`src/rtl/mipi_csi_rx_raw10_depacker_2lane.sv`:
```
// ---------------------------------------------------------------------------
// mipi_csi_rx_raw10_depacker_2lane
//   Unpacks the 16-bit RAW10 payload stream from the 2-lane CSI-2 packet
//   decoder into 10-bit pixels, four per output beat. Every 5 payload bytes
//   (B0..B4) form one group. B0..B3 carry the pixel MSBs and B4 carries the
//   four 2-bit LSB fields. The block also reports the per-line pixel count
//   and flags packets that end part-way through a group.
//
// Ports
//   clk_i          byte clock shared with the packet decoder
//   reset_i        asynchronous, active-low reset
//   data_valid_i   payload valid; high and contiguous for one packet
//   data_i[15:0]   payload bytes; [7:0] is the earlier byte on the wire
//   packet_type_i  decoder packet class, sampled on the first word
//   pixel_valid_o  pixel_o carries four new pixels
//   pixel_o[39:0]  {p3,p2,p1,p0}; p0 is the earliest pixel
//   line_done_o    1-cycle pulse at the end of each accepted RAW10 packet
//   line_pixels_o  pixel count of the last completed line (saturating)
//   truncated_o    pulses with line_done_o when 1-4 leftover bytes remain
// ---------------------------------------------------------------------------

// Single-pixel unpack: 8 MSBs from the pixel's own byte, 2 LSBs from B4.
module raw10_pix_unpack (
  input  logic [7:0] msb_i,
  input  logic [1:0] lsb_i,
  output logic [9:0] pix_o
);
  assign pix_o = {msb_i, lsb_i};
endmodule

module mipi_csi_rx_raw10_depacker_2lane #(
  parameter logic [2:0]  RAW10_TYPE      = 3'd2,
  parameter logic [15:0] MAX_LINE_PIXELS = 16'd4096
) (
  input  logic        clk_i,
  input  logic        reset_i,
  input  logic        data_valid_i,
  input  logic [15:0] data_i,
  input  logic [2:0]  packet_type_i,
  output logic        pixel_valid_o,
  output logic [39:0] pixel_o,
  output logic        line_done_o,
  output logic [15:0] line_pixels_o,
  output logic        truncated_o
);

  localparam int NUM_PIX = 4;
  localparam int PIX_W   = 10;

  typedef enum logic [1:0] {IDLE, ACTIVE, SKIP} state_t;

  state_t      state_q, state_d;
  logic        armed_q, armed_d;
  logic [47:0] acc_q, acc_d;
  logic [2:0]  cnt_q, cnt_d;
  logic [15:0] pix_cnt_q, pix_cnt_d;
  logic        pixel_valid_q, pixel_valid_d;
  logic [39:0] pixel_q, pixel_d;
  logic        line_done_q, line_done_d;
  logic [15:0] line_pixels_q, line_pixels_d;
  logic        truncated_q, truncated_d;

  logic        take_word;
  logic [47:0] acc_merged;
  logic [2:0]  cnt_sum;
  logic        group_rdy;
  logic [16:0] pix_sum;
  logic [NUM_PIX-1:0][PIX_W-1:0] grp_pix;

  // Bytes are held LSB-first, so the new word lands just above the held
  // bytes. Bytes above cnt_q are always zero, which makes OR-merging safe.
  assign acc_merged = acc_q | ({32'd0, data_i} << {cnt_q, 3'b000});
  assign cnt_sum    = cnt_q + 3'd2;
  assign group_rdy  = (cnt_sum >= 3'd5);
  assign pix_sum    = {1'b0, pix_cnt_q} + 17'd4;

  genvar g;
  generate
    for (g = 0; g < NUM_PIX; g++) begin : g_pix
      raw10_pix_unpack u_unpack (
        .msb_i (acc_merged[8*g +: 8]),
        .lsb_i (acc_merged[32 + 2*g +: 2]),
        .pix_o (grp_pix[g])
      );
    end
  endgenerate

  always_comb begin
    state_d       = state_q;
    // After reset, a packet already in flight is ignored until the valid
    // line has been observed low.
    armed_d       = armed_q | ~data_valid_i;
    acc_d         = acc_q;
    cnt_d         = cnt_q;
    pix_cnt_d     = pix_cnt_q;
    pixel_valid_d = 1'b0;
    pixel_d       = pixel_q;
    line_done_d   = 1'b0;
    line_pixels_d = line_pixels_q;
    truncated_d   = 1'b0;
    take_word     = 1'b0;

    case (state_q)
      IDLE: begin
        if (data_valid_i && armed_q) begin
          if (packet_type_i == RAW10_TYPE) begin
            state_d   = ACTIVE;
            take_word = 1'b1;
          end else begin
            state_d = SKIP;
          end
        end
      end
      ACTIVE: begin
        if (data_valid_i) begin
          take_word = 1'b1;
        end else begin
          // End of line: report, then drop any partial group.
          state_d       = IDLE;
          line_done_d   = 1'b1;
          line_pixels_d = pix_cnt_q;
          truncated_d   = (cnt_q != 3'd0);
          acc_d         = '0;
          cnt_d         = '0;
          pix_cnt_d     = '0;
        end
      end
      SKIP: begin
        if (!data_valid_i) state_d = IDLE;
      end
      default: state_d = IDLE;
    endcase

    if (take_word) begin
      if (group_rdy) begin
        pixel_valid_d = 1'b1;
        pixel_d       = grp_pix;
        acc_d         = {40'd0, acc_merged[47:40]};
        cnt_d         = cnt_sum - 3'd5;
        pix_cnt_d     = (pix_sum > {1'b0, MAX_LINE_PIXELS}) ? MAX_LINE_PIXELS
                                                            : pix_sum[15:0];
      end else begin
        acc_d = acc_merged;
        cnt_d = cnt_sum;
      end
    end
  end

  always_ff @(posedge clk_i or negedge reset_i) begin
    if (!reset_i) begin
      state_q       <= IDLE;
      armed_q       <= 1'b0;
      acc_q         <= '0;
      cnt_q         <= '0;
      pix_cnt_q     <= '0;
      pixel_valid_q <= 1'b0;
      pixel_q       <= '0;
      line_done_q   <= 1'b0;
      line_pixels_q <= '0;
      truncated_q   <= 1'b0;
    end else begin
      state_q       <= state_d;
      armed_q       <= armed_d;
      acc_q         <= acc_d;
      cnt_q         <= cnt_d;
      pix_cnt_q     <= pix_cnt_d;
      pixel_valid_q <= pixel_valid_d;
      pixel_q       <= pixel_d;
      line_done_q   <= line_done_d;
      line_pixels_q <= line_pixels_d;
      truncated_q   <= truncated_d;
    end
  end

  assign pixel_valid_o = pixel_valid_q;
  assign pixel_o       = pixel_q;
  assign line_done_o   = line_done_q;
  assign line_pixels_o = line_pixels_q;
  assign truncated_o   = truncated_q;

endmodule
```
`config.mk`:
```
export PLATFORM = sky130hd
export DESIGN_NAME = mipi_csi_rx_raw10_depacker_2lane
export DESIGN_NICKNAME = d
export VERILOG_FILES = /design/src/rtl/mipi_csi_rx_raw10_depacker_2lane.sv
export SDC_FILE = /design/constraint.sdc
export NUM_CORES = 1
export LEC_CHECK = 0
export ABC_AREA = 0
export CAP_MARGIN = 5
export CORE_ASPECT_RATIO = 1.25
export CORE_MARGIN = 2
export CORE_UTILIZATION = 59
export DETAILED_ROUTE_END_ITERATION = 16
export PLACE_DENSITY = 0.85
export RECOVER_POWER = 50
export SYNTH_ARGS = -nofsm -noshare
export SYNTH_HDL_FRONTEND = slang
export SYNTH_SLANG_ARGS = --single-unit
```
`constraint.sdc`:
```
create_clock -name clk_i -period 4.55 [get_ports clk_i]
set_clock_uncertainty 0.2 [all_clocks]
set_input_delay 0.6825 -clock clk_i [delete_from_list [all_inputs] [get_ports clk_i]]
set_output_delay 0.6825 -clock clk_i [all_outputs]
set_load 0.01 [all_outputs]
```
==> results by stage, run 1 <==
STA:
- The count of final hold-check violations is 0.
- For the pin with the worst max-slew slack, the measured transition is roughly 2.9 ns.
- The fmax is 282.3 MHz.
- The setup-violating endpoint count in the final report is 0.
- Setup repair after global routing left no endpoint under its margin.
- The post-route setup TNS is 0 ns.
- The worst pin sits at a relative slew slack of -94.18%.
- The final clock period utilization by the worst path is between 70 and 80%.
- The post-route minimum period is 3.542 ns.
- The max-slew violation total from the final report was 53.

Clock network:
- After clock tree synthesis, the clock-pin slew on the worst setup and hold paths is around 0.060 ns.
- In this run, post-CTS repair resized a total of 0 instances.
- Clock tree synthesis found a total of about 130 sinks.
- The H-tree was split into 4 levels.
- The maximum root-to-sink buffer count is 2.
- The TritonCTS clock tree is done.
- Buffers inserted during clock tree synthesis total 17.
- The buffer cell driving the clock tree root is clkbuf_16.
- The clock network latency to the later pin of the worst-skew pair is 0.42 ns.
- The number of setup buffers added after CTS is 0.
- Hold repair after CTS inserted 0 buffers.

Floorplan:
- The floorplan has 40 rows.
- 81 I/O pins were placed.
- The die covers 0.01066 sq mm.
- The core footprint is 0.009609 sq mm.
- The die is roughly 110 um tall.
- Measured along the x axis, the die boundary spans 92.75 um.
- Once the floorplan was initialized, standard cells occupied about three fifths of the core.

Logic synthesis:
- The number of library cell types mapped by synthesis is 54.
- The mapped netlist covers slightly below 0.006 sq mm.
- Counting every net in the synthesized netlist gives 593.
- The per-instance average area after synthesis is between 10 and 15 sq um.
- The dominant register cell in the synthesized netlist is dfrtp_1.
- The post-synthesis cell count is roughly 560.
- For this run, the register share of the synthesized area comes to 55.57%.
- The total of flip-flops plus latches after synthesis is around 130.
- The number of warnings issued by yosys is 0.
- In this run, synthesis inferred 0 flip-flops with an integrated enable.
- The fraction of synthesis flops using an asynchronous set or reset pin is between 90% and 100%.

Route:
- Dividing the detail-routed wire length by the instance count gives around 19 um.
- The detailed-routing iteration count for the pre-antenna-repair pass is 5.
- The routed layout has about 4800 vias.
- The post-route DRC violation count is 0.
- The per-cell via count in the routed design is slightly above 6.
- Once detail routing completed, the nets flagged for antenna violations numbered 0.
- The total wirelength of the detailed-routed design is around 15000 um.
- The DRC marker count from the first detailed-route iteration is 405.

Setup path:
- The largest fanout on the critical path is 22.
- Grouping stages by cell kind, the critical path spends the most delay in buffers and inverters.
- The required arrival time at the worst endpoint is 4.67 ns.
- Walking the worst path, the cells encountered are dlygate4sd3_1, nand2b_1, clkbuf_1, a21o_1, buf_4, nand2_1, o21ai_0.
- The critical path buffer and inverter count is 3.
- The endpoint class of the critical path is a flop.
- STA puts the critical path data arrival time at about 3.7 ns.
- For this run, the slowest stage of the critical path takes 0.86 ns.
- Counting buffers and inverters, the worst setup path is 7 cells deep.
- The critical path in this run is classified as in2reg.
- The worst setup path is launched from an input pin.
- The cell at the slowest stage of the critical path is clkbuf_1.
- The number of cell instances on the worst register-to-register path is 8.

Final layout:
- The fraction of layout instances using a drive strength above 1 is a little under an eighth.
- The area overhead of the layout relative to synthesis is 25.65%.
- The finished cells cover about 0.0073 sq mm.
- Leaving out fill and tap cells, the most frequent cells in the layout are dfrtp_1 (129), nand2_1 (97), o21ai_0 (78).
- The number of antenna diodes in the final layout is 0.
- At the end of the flow, the number of nets in the layout was approximately 670.
- The library cell used most frequently in the layout, excluding fill and tap cells, is dfrtp_1.

Min path:
- Counting instances, the worst hold path has a depth of 2.
- The worst min-delay path category is reg2reg.

Power:
- The power density over the cells is between 500 and 600 mW/mm^2.
- The total leakage power is between 3 and 4 nW.
- The largest vdd supply drop is between 0.3 and 0.4 mV.

GRT:
- The largest net degree at the start of global routing is 91.
- For this run, the total global-route usage over all layers was measured as 28.79%.
- The number of antenna violations at the first check in global routing was 0.
- The remaining global-route overflow is 0.
- The wire length of the first global-routing pass is roughly 24000 um.
- The number of global-route vias before repair was 4686.

Status:
- The run finished, with violations left.
- The checks that failed: max-capacitance violations, max-slew violations.

Placement:
- The half-perimeter wire length after detailed placement is between 9000 and 10000 um.
- The count of buffers added on input and output ports is 80.
- The placer congestion estimate is 0.9022.
- The post-place instance area is 0.006694 sq mm.

Run:
- Across the run, the number of max-cap violations was 1.
logic make-up (layout without fill, tap and decap cells):
family | Yosys count | in the layout | share of synthesized area (%)
AOI/OAI and AO/OA | 187 | 187 | 20.20
and+or+nand+nor | 164 | 164 | 13.14
DFF | 129 | 129 | 55.57
buffers and inverters | 41 | 129 | 2.994
muxes | 32 | 32 | 6.074
adders and majority gates | 8 | 8 | 1.723
xor gates and xnor gates | 2 | 2 | 0.3016
final timing paths:
path	end	slack, ns	startpoint
worst max-delay path	acc_q[14]$_DFFE_PN0P_	1.01	data_valid_i
min in group asynchronous	pixel_o[24]$_DFFE_PN0P_	0.99	reset_i
worst min register to register	pixel_o[27]$_DFFE_PN0P_	0.28	pixel_o[27]$_DFFE_PN0P_
worst max register to register	acc_q[5]$_DFFE_PN0P_	1.20	cnt_q[1]$_DFFE_PN0P_
max in group asynchronous	line_pixels_o[4]$_DFFE_PN0P_	1.49	reset_i
worst min-delay path	pixel_o[27]$_DFFE_PN0P_	0.28	pixel_o[27]$_DFFE_PN0P_
stage by stage:
stage	utilization, %	hold slack (ns)	instances	setup WS (ns)	power, mW
2_1_floorplan	-	0.1869	563	1.856	2.387
3_3_place_gp	69.66	0.2614	745	1.340	2.869
3_5_place_dp	69.66	0.2700	745	1.203	2.938
4_1_cts	76.04	0.1248	777	1.270	4.354
5_1_grt	75.96	0.2923	777	0.8073	4.568
6_report	75.96	0.2751	777	1.008	4.351
synthesized netlist by cell type (2+ instances only):
cell,n,area [sq um]
buf_1,2,7.510
a221oi_1,7,61.31
or2_2,2,12.51
and3_1,3,18.77
o21a_1,2,15.01
a32o_1,2,20.02
a221o_1,8,80.08
ha_1,8,100.1
and2_1,2,12.51
a211oi_1,2,15.01
mux2_2,22,247.7
a21o_1,5,37.54
o22ai_1,3,18.77
xnor2_1,2,17.52
mux2i_1,9,90.09
o21ai_0,78,390.4
nor2_1,20,75.07
inv_1,9,33.78
a22o_1,11,96.34
nand2b_1,6,37.54
buf_4,2,15.01
nand3_1,8,40.04
o31ai_1,6,45.04
buf_2,4,20.02
a21oi_1,55,275.3
dfrtp_1,129,3228
clkbuf_1,22,82.58
nand2_1,97,364.1
nor4_1,4,25.02
nor3_1,9,45.04
cell type report:
cell class | count | area (sq um)
flip-flops and latches | 129 | 3228
multi-input cells | 393 | 2407
fillers | 641 | 2310
repair buffers | 87 | 855.8
clock buffers | 19 | 452.9
clock inverters | 13 | 160.2
well taps | 126 | 157.7
inverters | 10 | 37.54
routing by layer:
layer  track usage, %  vias up  share of wire, %
met4            11.67        0               3.3
met1            35.63     2359                39
li1                 -     2169                 -
met3            6.356       45               6.9
met5                0        -                 0
met2            49.49      246                51
worst min-delay path: stages (launching register included):
cell and delay (ns):
dfrtp_1 0.34, nand2_1 0.05, o21ai_0 0.06
power breakdown:
part           total [mW]  switching, mW  internal [mW]
sequential           1.65          0.201           1.45
clock                1.40          0.506          0.889
combinational        1.31          0.737          0.572
registers in the layout, summed over array words and instances (netlist names):
signal and count:
pixel_o 40, line_done_o 1, pix_cnt_q 16, truncated_o 1, cnt_q 3, acc_q 48
pixel_valid_o 1, state_q 2, line_pixels_o 16, armed_q 1
Power figures use the tool's default switching activity.
==> inputs of run 2 (changes only) <==
- CORE_UTILIZATION: 59 -> 49
- PLACE_DENSITY: 0.85 -> 0.76
- clock period: 4.55 -> 2.95 ns (I/O delays scaled with it)
==> results by stage, run 2 (synthesized netlist as in run 1, its figures left out) <==
Status:
- Run status: finished clean (was finished with violations).

Route:
- The detailed-routing iteration count for the pre-antenna-repair pass is 5 (unchanged).
- The post-route DRC violation count is 0 (unchanged).
- The number of nets still failing antenna checks after routing was 0 (unchanged).
- The detailed-route via count is 4763 (was 4819).
- The DRC marker count from the first detailed-route iteration is 299 (was 405).
- The total wirelength of the detailed-routed design is 14740 um (was 14560 um).
- The routed length per placed instance came to 17.84 um (was 18.74 um).
- The per-cell via count in the routed design is 5.766 (was 6.202).

Final layout:
- The register name with the most flops is acc_q (unchanged).
- Commonest cells after routing, fill and taps aside: dfrtp_1 (129), nand2_1 (97), o21ai_0 (78) (unchanged).
- The total number of nets in the final design was 682 (was 668).
- The most common cell after layout, fill and taps aside is dfrtp_1 (unchanged).
- The final cell count without fillers came to 826 (was 777).
- The area of all placed cells without fillers was 0.007482 sq mm (was 0.007300 sq mm).
- The area overhead of the layout relative to synthesis came to 28.80% (was 25.65%).
- The core utilization of the finished layout is 64.41% (was 75.96%).
- The number of inserted diodes came to 0 (unchanged).
- The fraction of layout instances using a drive strength above 1 was 13.83% (was 11.98%).
- The flip-flop count of the largest register, all copies and words added is 48 (unchanged).
- The layout filler cell count was 887 (was 641).

Floorplan:
- The horizontal die dimension came to 101.4 um (was 92.75 um).
- The core footprint came to 0.01162 sq mm (was 0.009609 sq mm).
- The die outline area is 0.01275 sq mm (was 0.01066 sq mm).
- The number of rows in the core area is 44 (was 40).
- The total I/O pin count came to 81 (unchanged).
- The chip height was 125.7 um (was 114.9 um).
- The initial core utilization is 50.01% (was 60.46%).

Setup path:
- The required arrival time at the worst endpoint is 3.04 ns (was 4.67 ns).
- The beginning of the critical path is state_q[0]$_DFFE_PN0P_ (was data_valid_i).
- The type of the worst setup path is reg2reg (was in2reg).
- The launching element type of the critical path is a flop (was input pin).
- The worst path arrival time was 2.69 ns (was 3.66 ns).
- The largest fanout on the critical path came to 9 (was 22).
- The startpoint of the worst register-to-register path is state_q[0]$_DFFE_PN0P_ (was cnt_q[1]$_DFFE_PN0P_).
- The endpoint class of the critical path is a flop (unchanged).

STA:
- The worst slew margin relative to its limit is 27.70% (was -94.18%).
- The post-route setup TNS is 0 ns (unchanged).
- For this run, the top clock speed supported by timing is 385.4 MHz.
- The setup-violating endpoint count in the final report is 0 (unchanged).
- The max-slew violation total from the final report is 0 (was 53).
- Setup repair after global routing missed its margin: no (unchanged).
- The count of final hold-check violations is 0 (unchanged).
- The slew of the pin with the lowest slew margin is 1.084 ns (was 2.913 ns).
- Dividing the final minimum period by the clock period gives ~88%.
- The smallest clock period supported by the final layout is computed as about 2.6 ns.

Power:
- The largest vdd supply drop is 0.4916 mV (was 0.3353 mV).
- The power density over the cells is 914.3 mW/mm^2 (was 596.0 mW/mm^2).
- The total leakage power came to 3.301 nW (was 3.230 nW).
- The sum of internal, switching and leakage power is 6.841 mW (was 4.351 mW).

Min path:
- The origin of the worst min-delay path is pixel_o[9]$_DFFE_PN0P_ (was pixel_o[27]$_DFFE_PN0P_).
- The worst min-delay path category was reg2reg (unchanged).

GRT:
- The wire length of the first global-routing pass is 24160 um (was 23600 um).
- The global routing usage summed across all routing layers was 24.24% (was 28.79%).
- The largest net degree at the start of global routing is 91 (unchanged).
- The number of antenna violations at the first check in global routing is 0 (unchanged).
- The number of global-route vias before repair was 4789 (was 4686).
- The remaining global-route overflow is 0 (unchanged).

Placement:
- The post-place instance area was 0.006860 sq mm (was 0.006694 sq mm).
- The placer congestion estimate was 0.8576 (was 0.9022).
- The half-perimeter wire length after detailed placement was 10010 um (was 9445 um).
- The placed cell count is 793 (was 745).
- The total of buffers placed on input and output ports is 80 (unchanged).

Clock network:
- The maximum root-to-sink buffer count is 2 (unchanged).
- The number of sinks driven by the clock tree is 129 (unchanged).
- The clock network latency to the later pin of the worst-skew pair was 0.41 ns (was 0.42 ns).
- The number of H-tree levels came to 4 (unchanged).
- The buffer cell driving the clock tree root is clkbuf_16 (unchanged).
- The clock-pin slew reported for the worst setup and hold paths after clock tree synthesis was 0.05 ns (was 0.06 ns).
- The number of buffers added by the clock tree synthesis step is 17 (unchanged).
- The post-CTS setup repair buffer count came to 0 (unchanged).
- The TritonCTS clock tree is done (unchanged).

Run:
- The number of max-cap violations is 0 (was 1).
-- run 2: final timing paths --
path                                                 to  slack (ns)  cells past startpoint
setup / recovery                 pix_cnt_q[5]$_DFF_PN0_        0.36                     10
hold / removal                   pixel_o[9]$_DFFE_PN0P_        0.27                      2
setup reg to reg                 pix_cnt_q[5]$_DFF_PN0_        0.36                     10
hold reg to reg                  pixel_o[9]$_DFFE_PN0P_        0.27                      2
max in group asynchronous        pixel_o[4]$_DFFE_PN0P_        0.69                      3
min in group asynchronous  line_pixels_o[3]$_DFFE_PN0P_        0.56                      2
-- run 2: what timing repair did --
item | in CTS | in global routing
endpoints found under the hold margin | 40 | 0
hold buffers | 1 | 0
resized for setup | 0 | 1
setup endpoints to repair | 0 | 9
-- run 2: cell type report --
type | instances | area, sq um | area share, %
sequential | 129 | 3228 | 43.14
multi-input combinational | 393 | 2409 | 32.19
timing repair buffer | 101 | 977.2 | 13.06
clock buffer | 19 | 442.9 | 5.920
tap | 161 | 201.4 | 2.692
clock inverter | 13 | 186.4 | 2.492
inverter | 10 | 37.54 | 0.5017
-- run 2: metal layers --
layer  vias up  wire, um  global-route usage (%)
met1      2325      5956                   30.75
met5         -         0                       0
met2       195      7293                   38.45
met3        45       967                   6.326
met4         0       521                   11.69
li1       2198         -                       -
-- run 2: per-stage QoR --
step	setup slack, ns	hold slack (ns)
2_1_floorplan	0.2558	-0.05309
3_3_place_gp	0.2001	0.2610
3_5_place_dp	0.02437	0.2694
4_1_cts	0.1756	0.2817
5_1_grt	0.1945	0.2998
6_report	0.3551	0.2692
-- run 2: worst max-delay path, stage by stage (launching register included) --
cell	delay, ns
dfrtp_1	0.39
inv_1	0.06
ha_1	0.24
and3_1	0.22
a22oi_1	0.31
or2_2	0.23
inv_2	0.07
a31oi_4	0.28
buf_4	0.20
o31ai_1	0.07
a22o_1	0.20
-- run 2: where the power goes --
group	internal, mW	switching [mW]
Clock	1.43	0.770
Sequential	2.23	0.287
Combinational	0.949	1.17
Total	4.61	2.23
==> inputs of run 3 (changes only) <==
- ABC_CLOCK_PERIOD_IN_PS: not set -> 2950
- CTS_CLUSTER_SIZE: not set -> 10
- SETUP_SLACK_MARGIN: not set -> 0.5
==> results by stage, run 3 (synthesized netlist as in run 1, its figures left out) <==
Power:
- The total leakage power is 3.372 nW (was 3.301 nW).
- The largest vdd supply drop was 0.5026 mV (was 0.4916 mV).
- The power density over the cells is 904.2 mW/mm^2 (was 914.3 mW/mm^2).

Placement:
- The total of buffers placed on input and output ports is 80 (unchanged).
- The half-perimeter wire length after detailed placement was 9898 um (was 10010 um).
- The placed cell count is 795 (was 793).
- The placer congestion estimate is 0.8637 (was 0.8576).

Final layout:
- Commonest cells after routing, fill and taps aside: dfrtp_1 (126), nand2_1 (97), o21ai_0 (78) (was dfrtp_1 (129), nand2_1 (97), o21ai_0 (78)).
- The final cell count without fillers is 832 (was 826).
- The most common cell after layout, fill and taps aside is dfrtp_1 (unchanged).
- The flip-flop count of the largest register, all copies and words added was 48 (unchanged).
- The area used by sequential logic in the layout is 0.003232 sq mm (was 0.003228 sq mm).
- The fraction of layout instances using a drive strength above 1 is 17.29% (was 13.83%).
- The layout filler cell count came to 895 (was 887).
- The area used by multi-input combinational logic is 0.002504 sq mm (was 0.002409 sq mm).
- The total number of nets in the final design is 688 (was 682).
- The number of inserted diodes was 0 (unchanged).
- The area overhead of the layout relative to synthesis came to 31.55% (was 28.80%).
- The register name with the most flops is acc_q (unchanged).

STA:
- Setup repair after global routing missed its margin: no (unchanged).
- The worst slew margin relative to its limit is 6.567% (was 27.70%).
- The post-route setup TNS is 0 ns (unchanged).
- The max-slew violation total from the final report is 0 (unchanged).
- The worst slack on hold paths is 0.2707 ns (was 0.2692 ns).
- The setup-violating endpoint count in the final report came to 0 (unchanged).
- The slew of the pin with the lowest slew margin is 1.401 ns (was 1.084 ns).
- The post-route minimum period is 2.598 ns (was 2.595 ns).
- The fmax is 384.9 MHz (was 385.4 MHz).
- The count of final hold-check violations is 0 (unchanged).
- The final clock period utilization by the worst path is 88.08% (was 87.96%).

Clock network:
- The clock-pin slew reported for the worst setup and hold paths after clock tree synthesis was 0.07 ns (was 0.05 ns).
- The maximum root-to-sink buffer count is 2 (unchanged).
- The TritonCTS clock tree is done (unchanged).
- The buffer cell driving the clock tree root is clkbuf_16 (unchanged).
- The number of H-tree levels is 4 (unchanged).
- The number of sinks driven by the clock tree is 129 (unchanged).
- The number of buffers added by the clock tree synthesis step is 17 (unchanged).
- The clock network latency to the later pin of the worst-skew pair was 0.42 ns (was 0.41 ns).

Route:
- The number of nets still failing antenna checks after routing was 0 (unchanged).
- The routed length per placed instance is 17.74 um (was 17.84 um).
- The detailed-route via count is 4837 (was 4763).
- The per-cell via count in the routed design came to 5.814 (was 5.766).
- The post-route DRC violation count came to 0 (unchanged).
- The detailed-routing iteration count for the pre-antenna-repair pass came to 7 (was 5).
- The DRC marker count from the first detailed-route iteration is 356 (was 299).
- The total wirelength of the detailed-routed design is 14760 um (was 14740 um).

Floorplan:
- The total I/O pin count is 81 (unchanged).
- The die outline area was 0.01275 sq mm (unchanged).
- The number of rows in the core area is 44 (unchanged).
- The core footprint is 0.01162 sq mm (unchanged).
- The chip height is 125.7 um (unchanged).
- The horizontal die dimension was 101.4 um (unchanged).
- The initial core utilization is 50.01% (unchanged).

Setup path:
- The worst path arrival time came to 2.70 ns (was 2.69 ns).
- The endpoint class of the critical path is a flop (unchanged).
- The largest fanout on the critical path is 4 (was 9).
- The required arrival time at the worst endpoint was 3.05 ns (was 3.04 ns).
- The launching element type of the critical path is a flop (unchanged).
- The type of the worst setup path was reg2reg (unchanged).

GRT:
- The largest net degree at the start of global routing is 91 (unchanged).
- The number of global-route vias before repair was 4842 (was 4789).
- The number of antenna violations at the first check in global routing is 0 (unchanged).
- The remaining global-route overflow is 0 (unchanged).
- The global routing usage summed across all routing layers is 24.29% (was 24.24%).
- The wire length of the first global-routing pass is 24410 um (was 24160 um).

Run:
- The number of max-cap violations came to 0 (unchanged).

Min path:
- The worst min-delay path category is reg2reg (unchanged).

Status:
- Run status: finished clean (unchanged).
==> run 3: cell count changes in the layout (fill, tap and decap cells not counted), sizes merged <==
cell	delta
buf	+6
bufinv	-1
clkbuf	-2
clkdlybuf4s50	-12
clkinv	-1
clkinvlp	-2
dlygate4sd3	+12
inv	+6
==> run 3: final cells by class <==
class / count / area share [%]
multi-input cells: 393 / 32.76
well taps: 161 / 2.636
inverters: 10 / 0.5239
clock inverters: 15 / 2.587
flip-flops and latches: 129 / 42.29
clock buffers: 17 / 5.566
repair buffers: 107 / 13.64
==> run 3: worst max-delay path: stages, from the launching register on <==
cell	delay [ns]
dfrtp_1	0.37
inv_1	0.08
ha_1	0.25
and3_4	0.21
a22oi_1	0.24
or2_0	0.29
inv_2	0.10
a31oi_4	0.25
buf_4	0.18
nor3_2	0.04
a221o_1	0.27
==> run 3: worst paths after layout <==
check | depth (start not counted) | start | end | slack (ns)
max in group asynchronous | 2 | reset_i | cnt_q[1]$_DFFE_PN0P_ | 0.93
worst max-delay path | 10 | state_q[1]$_DFFE_PN0P_ | pix_cnt_q[8]$_DFF_PN0_ | 0.35
min in group asynchronous | 2 | reset_i | line_pixels_o[6]$_DFFE_PN0P_ | 0.67
worst max register to register | 10 | state_q[1]$_DFFE_PN0P_ | pix_cnt_q[8]$_DFF_PN0_ | 0.35
worst min register to register | 2 | pixel_o[15]$_DFFE_PN0P_ | pixel_o[15]$_DFFE_PN0P_ | 0.27
worst min-delay path | 2 | pixel_o[15]$_DFFE_PN0P_ | pixel_o[15]$_DFFE_PN0P_ | 0.27
==> run 3: timing repair <==
| action | 4_1_cts | 5_1_grt |
|---|---|---|
| setup endpoints to repair | 19 | 31 |
| hold buffers | 1 | 0 |
| hold endpoints to repair | 49 | 0 |
| gates resized for setup | 4 | 23 |
| pin swaps | 1 | 6 |
| buffers inserted | 2 | 2 |
| gates cloned | 0 | 0 |
==> run 3: per-layer routing <==
layer	vias to the layer above	GRT usage [%]	wire, um
met5	-	0	0
met3	37	6.604	929
met2	220	38.25	7408
li1	2211	-	-
met4	0	7.870	319
met1	2369	32.70	6104
==> run 3: power breakdown <==
group / internal (mW) / switching [mW] / total [mW] / leakage [nW]
Combinational: 0.978 / 1.19 / 2.17 / 1.34
Sequential: 2.23 / 0.306 / 2.54 / 1.73
Clock: 1.35 / 0.852 / 2.21 / 0.299
==> run 3: through the flow <==
step	cell area, sq um	utilization, %	setup slack (ns)	total power, mW
after floorplan	5858	-	0.4354	3.733
final	7642	65.79	0.3517	6.910
after global placement	6890	59.32	0.2232	4.546
after CTS	7553	65.03	0.5192	6.878
after global routing	7642	65.79	0.2486	7.291
after detailed placement	6890	59.32	0.1572	4.649
